<file path="src/rtl/input_conditioner.sv">
// input_conditioner: two-flop synchronizer plus a 4-state debounce FSM for lab FSM input A
// Ports:
//   clk      in   rising-edge clock
//   reset    in   synchronous, active-high
//   btn_raw  in   raw asynchronous switch/button
//   a_level  out  debounced level (toggle register when CONDITIONER_TOGGLE_EN is defined)
//   a_rise   out  one-cycle strobe on accepted 0->1
//   a_fall   out  one-cycle strobe on accepted 1->0
//   busy     out  high while a candidate change is being qualified
// Macro CONDITIONER_TOGGLE_EN: a_level flips on each accepted rise instead of following the button.
module input_conditioner #(
    parameter int DEBOUNCE_CYCLES = 4,
    parameter int CNT_W           = 3
) (
    input  logic clk,
    input  logic reset,
    input  logic btn_raw,
    output logic a_level,
    output logic a_rise,
    output logic a_fall,
    output logic busy
);
    typedef enum logic [1:0] {
        IDLE_LOW   = 2'd0,
        CHECK_HIGH = 2'd1,
        IDLE_HIGH  = 2'd2,
        CHECK_LOW  = 2'd3
    } state_t;
    localparam logic [CNT_W-1:0] LAST = CNT_W'(DEBOUNCE_CYCLES - 1);
    state_t state_q, state_d;
    logic [CNT_W-1:0] cnt_q, cnt_d;
    logic sync1_q, sync1_d, sync2_q, sync2_d;
    logic level_q, level_d, rise_q, rise_d, fall_q, fall_d;
    always_comb begin
        sync1_d = btn_raw;
        sync2_d = sync1_q;
        state_d = IDLE_LOW;
        cnt_d   = '0;
        rise_d  = 1'b0;
        fall_d  = 1'b0;
        case (state_q)
            IDLE_LOW: begin
                state_d = sync2_q ? CHECK_HIGH : IDLE_LOW;
                cnt_d   = sync2_q ? CNT_W'(1) : '0;
            end
            CHECK_HIGH: begin
                if (!sync2_q) state_d = IDLE_LOW;
                else if (cnt_q == LAST) begin
                    state_d = IDLE_HIGH;
                    rise_d  = 1'b1;
                end else begin
                    state_d = CHECK_HIGH;
                    cnt_d   = cnt_q + CNT_W'(1);
                end
            end
            IDLE_HIGH: begin
                state_d = sync2_q ? IDLE_HIGH : CHECK_LOW;
                cnt_d   = sync2_q ? '0 : CNT_W'(1);
            end
            CHECK_LOW: begin
                if (sync2_q) state_d = IDLE_HIGH;
                else if (cnt_q == LAST) begin
                    state_d = IDLE_LOW;
                    fall_d  = 1'b1;
                end else begin
                    state_d = CHECK_LOW;
                    cnt_d   = cnt_q + CNT_W'(1);
                end
            end
            default: state_d = IDLE_LOW;
        endcase
`ifdef CONDITIONER_TOGGLE_EN
        level_d = rise_d ? ~level_q : level_q;
`else
        // high states are the ones with bit 1 set; using the next state aligns a_level with a_rise/a_fall
        level_d = state_d[1];
`endif
    end
    always_ff @(posedge clk) begin
        if (reset) begin
            sync1_q <= 1'b0;
            sync2_q <= 1'b0;
            state_q <= IDLE_LOW;
            cnt_q   <= '0;
            level_q <= 1'b0;
            rise_q  <= 1'b0;
            fall_q  <= 1'b0;
        end else begin
            sync1_q <= sync1_d;
            sync2_q <= sync2_d;
            state_q <= state_d;
            cnt_q   <= cnt_d;
            level_q <= level_d;
            rise_q  <= rise_d;
            fall_q  <= fall_d;
        end
    end
    assign a_level = level_q;
    assign a_rise  = rise_q;
    assign a_fall  = fall_q;
    // CHECK_HIGH and CHECK_LOW are the odd encodings
    assign busy    = state_q[0];
endmodule

</file>
<file path="config.mk">
export PLATFORM = sky130hd
export DESIGN_NAME = input_conditioner
export DESIGN_NICKNAME = d
export VERILOG_FILES = /design/src/rtl/input_conditioner.sv
export SDC_FILE = /design/constraint.sdc
export NUM_CORES = 1
export LEC_CHECK = 0
export BUFFER_PORTS_ARGS = -buffer_cell sky130_fd_sc_hd__buf_2
export CAP_MARGIN = 0
export CORE_AREA = 3 3 40 42
export DETAILED_ROUTE_END_ITERATION = 16
export DIE_AREA = 0 0 43 45
export GPL_TIMING_DRIVEN = 0
export SLEW_MARGIN = 0
export SYNTH_ARGS = -nofsm -noshare
export SYNTH_HDL_FRONTEND = slang
export SYNTH_SLANG_ARGS = --single-unit
</file>
<file path="constraint.sdc">
create_clock -name clk -period 0.9 [get_ports clk]
set_input_delay 0.09 -clock clk [delete_from_list [all_inputs] [get_ports clk]]
set_output_delay 0.09 -clock clk [all_outputs]
set_load 0.02 [all_outputs]
</file>
==> flow_metrics.tcl, run 1 <==
set metrics [dict create \
    coreArea_sq_um 1280 \
    synthXorXnorAreaFrac_pct 2.76 \
    grt_max_degree 9 \
    worstHoldPathCells 2 \
    setup_viol 6 \
    yosysTopAreaCellShare_pct 56.7 \
    fin_skew_ns 0.00746 \
    clock-sinks 9 \
    cap_violations 0 \
    drt_first_pass_iters 1 \
    min_period_ns 0.991 \
    ys_seq_area_share_pct 56.7 \
    syn_area_sq_um 318 \
    wl_microns 549 \
    pwr-share-clk_pct 40.9 \
    final_cell_area_sq_um 490 \
    ctsHoldBuffers 0 \
    finalNonFillerCells 54 \
    hold_ws_ns 0.0332 \
    drive_above_1_share_pct 61.5 \
    cp.required_ns 1.06 \
    p_int_w 0.000586 \
    critPathCaptureType "flip-flop" \
    rsz0062_at_grt "yes" \
    die_area_sq_um 1940 \
    fill_cells 134 \
    syn-mean-instance-area_sq_um 12.7 \
    crit_type "flip-flop to flip-flop" \
    first_iter_violations 0 \
    grt_antenna_before_repair 0 \
    n_antenna_cell 0 \
    critPathMaxStageDelay_ns 0.34 \
    grt_use_total_pct 6.84 \
    p_comb_share_pct 4.6 \
    violations "negative setup slack" \
    placed_cells 46 \
    synth-seq-cells 9 \
    cts_tree "built" \
    hold_violations 0 \
    mostFrequentLayoutCell "buf_2" \
    yosys.area_share.simple_pct 28.7 \
    grt_pass1_vias 241 \
    path_clk_slew_ns 0.07 \
    drt-vias-per-instance 4.28 \
    antenna_left 0 \
    postSynthCellCount 25 \
    num-nets-final 44 \
    p_per_area_nw_per_um2 1530 \
    cts_buffers 3 \
    p_switching_w 0.000165 \
    synth_top_cell_by_area "dfxtp_1" \
    synthAdderAreaFrac_pct 3.94 \
    cts_root_buf "clkbuf_4" \
    status "finished with violations" \
    cts_buffer_depth 2 \
    dpl_cell_area_sq_um 385 \
    ys_warn_count 0 \
    gp_congestion 0.699 \
    power_leakage_nw 0.181 \
    startpoint_type "flip-flop" \
    min_path_type "input port to flip-flop" \
    fmax_mhz 1010 \
    ys_top_cells_by_area "dfxtp_1 (57%), nor3b_1 (7.1%), or2b_1 (7.1%)" \
    chipHeight_microns 45 \
    synth_top_family_by_area "simple AND/OR/NAND/NOR gates" \
    vias 231 \
    worstMarginPinSlew_ns 0.226 \
    syn2layout_area_growth_pct 54.3 \
    irDropWorstVdd_v 0.000700 \
    power.total_w 0.000751 \
    synth_mux_area_share_pct 3.15 \
    pwr-share-seq_pct 54.5 \
    relSlewSlack_pct 84.9 \
    final_cell_mix "buf_2 (5), dfxtp_1 (4), dfxtp_2 (4), buf_4 (4)" \
    synth_compound_area_share_pct 4.72 \
    drcViolationCount 0 \
    rows 13 \
    critPathArrivalTime_ns 1.16 \
    switching_share_pct 22.0 \
    wl_per_cell_microns 10.2 \
    ff2ff_path_depth 3 \
    grt_overflow 0 \
    fin_ws_ns -0.0910 \
    cp_max_fo 3 \
    slew_violations 0 \
    utilization_pct 38.2 \
    io_pins 7 \
    worstPathCellList "ha_4 > and3b_2 > a2111oi_4" \
    post-route-period-util_pct 110 \
    synth_nets 29 \
    synth_cell_types 12 \
    grt_pass1_wl_microns 924 \
    start_util_pct 24.7 \
    port_buffers 6 \
    die_w_microns 43 \
    slowest_stage "dfxtp_2" \
    htreeDepth 1 \
    clock_latency_ns 0.26 \
]
==> sequential cells by signal, indices dropped and copies added (netlist names) <==
register  flops
a_rise        1
sync1_q       1
sync2_q       1
a_fall        1
state_q       2
cnt_q         3
==> power by group through the flow <==
stage	Sequential, W	Clock, W	Combinational [W]
3_5_place_dp	0.000419	0	0.0000236
5_1_grt	0.000410	0.000331	0.0000380
3_3_place_gp	0.000419	0	0.0000225
2_1_floorplan	0.000420	0	0.0000111
6_report	0.000409	0.000307	0.0000347
4_1_cts	0.000410	0.000316	0.0000293
==> Yosys cell counts, drive strengths merged <==
library cell / count
nor3: 1
nor4b: 1
a2111oi: 1
nor3b: 3
xnor2: 1
or2b: 3
ha: 1
dfxtp: 9
nor2b: 2
and3b: 1
mux2i: 1
nand4bb: 1
==> final cells by class <==
cell class	count	area, sq um	area share, %
Multi-Input combinational cell	16	189	38.5
Timing Repair Buffer	10	66.3	13.5
Sequential cell	9	189	38.5
Tap cell	15	18.8	3.83
Clock buffer	3	22.5	4.59
Clock inverter	1	5.00	1.02
==> metal layers <==
layer  vias to the layer above  global-route usage, %  routed length (microns)
met4                         0                   5.42                        0
met3                         0                   2.39                       35
met5                         -                      0                        0
met1                       108                   6.31                      207
met2                         5                   12.3                      305
li1                        118                      -                        -
==> per-stage QoR <==
stage / setup TNS (ns) / setup WS (ns)
after global routing: -0.783 / -0.156
final: -0.360 / -0.0910
after detailed placement: -0.275 / -0.110
after global placement: -0.126 / -0.0901
after CTS: -0.376 / -0.114
after floorplan: -0.104 / -0.0612
==> critical path, delay by kind of cell (launching register included) <==
family,cells,cell delay [ns]
simple gates,1,0.23
fa+ha+maj,1,0.15
compound gates,1,0.17
flops,1,0.34
==> kinds of logic (layout without fill, tap and decap cells) <==
group	Yosys count	in the layout
AND/OR/NAND/NOR	12	12
adder cells (fa/ha/maj)	1	1
flip-flops	9	9
XOR/XNOR	1	1
multiplexers	1	1
AO/OA/AOI/OAI	1	1
buffers and inverters	0	14
==> repair_timing <==
item | CTS | global route
pin swaps | 2 | 0
resized for setup | 3 | 5
setup endpoints to repair | 6 | 8
cloned | 0 | 0
buffers inserted | 4 | 0
==> worst paths after layout <==
check,startpoint,end,slack [ns]
max,cnt_q[0],cnt_q[0],-0.09
min,btn_raw,sync1_q,0.03
max reg2reg,cnt_q[0],cnt_q[0],-0.09
min reg2reg,sync1_q,sync2_q,0.44
Note: power is estimated with default switching activity, not from simulation.
==> run 2, diff against run 1 <==
SKIP_LAST_GASP = 1   (was unset)
==> run 2 against run 1 <==
  * The run still ends with negative setup slack left
  * First-iteration DRC count increased by 1
  * Clock-buffer cell count unchanged
  * Via count unchanged
  * Clock power increased by 2%
  * Non-clock buffer count unchanged
  * Worst hold slack got worse by 0.00054 ns
  * Design area decreased by 3.3%
  * Critical endpoint unchanged
  * Largest power group unchanged
==> flow_metrics.tcl, run 2 (same netlist as run 1, synthesis figures left out) <==
set metrics [dict create \
    status "finished with violations" \
    violations "negative setup slack" \
    drt-vias-per-instance 4.28 \
    gp_congestion 0.699 \
    start_util_pct 24.7 \
    n_antenna_cell 0 \
    syn2layout_area_growth_pct 49.2 \
    cp.required_ns 1.07 \
    p_int_w 0.000583 \
    drt_first_pass_iters 2 \
    drcViolationCount 0 \
    path_clk_slew_ns 0.07 \
    wl_per_cell_microns 10.2 \
    coreArea_sq_um 1280 \
    wl_microns 550 \
    largest_reg_flops 3 \
    final_cell_mix "dfxtp_1 (5), buf_2 (5), buf_4 (5)" \
    cts_root_buf "clkbuf_4" \
    chipHeight_microns 45 \
    finalNonFillerCells 54 \
    worstHoldPathCells 2 \
    cts_buffers 3 \
    slew_violations 0 \
    hold_ws_ns 0.0327 \
    grt_use_total_pct 6.76 \
    clock-sinks 9 \
    fin_skew_ns 0.00570 \
    relSlewSlack_pct 77.7 \
    grt_overflow 0 \
    ff2ff_path_depth 3 \
    worstMarginPinSlew_ns 0.332 \
    crit_type "flip-flop to flip-flop" \
    grt_pass1_vias 236 \
    post-route-period-util_pct 110 \
    rows 13 \
    pwr-share-clk_pct 41.5 \
    die_area_sq_um 1940 \
    die_w_microns 43 \
    grt_antenna_before_repair 0 \
    fill_cells 135 \
    setup_viol 7 \
    switching_share_pct 22.5 \
    critPathCaptureType "flip-flop" \
    fin_ws_ns -0.0902 \
    grt_pass1_wl_microns 910 \
    clock_latency_ns 0.26 \
    min_period_ns 0.990 \
    first_iter_violations 1 \
    pwr-share-seq_pct 54.1 \
    num-nets-final 44 \
    p_per_area_nw_per_um2 1590 \
    min_path_type "input port to flip-flop" \
    io_pins 7 \
    cts_tree "built" \
    top_regs "cnt_q x3, state_q x2" \
    cp_max_fo 3 \
    antenna_left 0 \
    drive_above_1_share_pct 59.0 \
    cts_buffer_depth 2 \
    p_comb_share_pct 4.3 \
    largest_register "cnt_q" \
    p_switching_w 0.000169 \
    hold_violations 0 \
    critPathArrivalTime_ns 1.16 \
    rsz0062_at_grt "yes" \
    startpoint_type "flip-flop" \
    port_buffers 6 \
    htreeDepth 1 \
    placed_cells 46 \
    cap_violations 0 \
    ctsHoldBuffers 0 \
    power_leakage_nw 0.178 \
    fmax_mhz 1010 \
    vias 231 \
    grt_max_degree 9 \
    irDropWorstVdd_v 0.000703 \
]
[run 2: worst max-delay path: stages (launching register included)]
cell	delay, ns
dfxtp_2	0.34
ha_4	0.15
and3b_2	0.23
a2111oi_4	0.17
[run 2: timing repair]
item / 4_1_cts / 5_1_grt
pin swaps: 2 / 0
buffers inserted: 4 / 0
gates resized for setup: 2 / 3
setup endpoints to repair: 6 / 7
[run 2: final cells by class]
cell class,instances,area (sq um),area share [%]
clock inverters,1,5.00,1.06
multi-input cells,16,178,37.5
flip-flops and latches,9,188,39.6
repair buffers,10,62.6,13.2
well taps,15,18.8,3.96
clock buffers,3,22.5,4.75
[run 2: per-layer routing]
| metal | share of wire, % | track usage [%] |
|---|---|---|
| met1 | 40 | 5.83 |
| met2 | 53 | 12.6 |
| met5 | 0 | 0 |
| met3 | 6.4 | 2.39 |
| met4 | 0 | 5.42 |
[run 2: path summary, 6_finish.rpt]
kind	start	to	slack [ns]
max reg2reg	cnt_q[0]	cnt_q[0]	-0.09
min	btn_raw	sync1_q	0.03
min reg2reg	sync1_q	sync2_q	0.44
max	cnt_q[0]	cnt_q[0]	-0.09
[run 2: power by group through the flow]
stage	clock network, W	registers, W	logic, W
6_report	0.000312	0.000407	0.0000327
2_1_floorplan	0	0.000420	0.0000111
3_5_place_dp	0	0.000419	0.0000236
5_1_grt	0.000331	0.000408	0.0000360
3_3_place_gp	0	0.000419	0.0000225
4_1_cts	0.000316	0.000410	0.0000293
[run 2: stage by stage]
stage / TNS (ns) / utilization [%] / setup WS [ns] / instance area, sq um / total power (W)
3_5_place_dp: -0.275 / 30.0 / -0.110 / 385 / 0.000443
3_3_place_gp: -0.126 / 30.0 / -0.0901 / 385 / 0.000441
5_1_grt: -0.832 / 36.9 / -0.156 / 474 / 0.000775
6_report: -0.353 / 36.9 / -0.0902 / 474 / 0.000752
2_1_floorplan: -0.104 / - / -0.0612 / 337 / 0.000431
4_1_cts: -0.382 / 35.5 / -0.114 / 457 / 0.000756
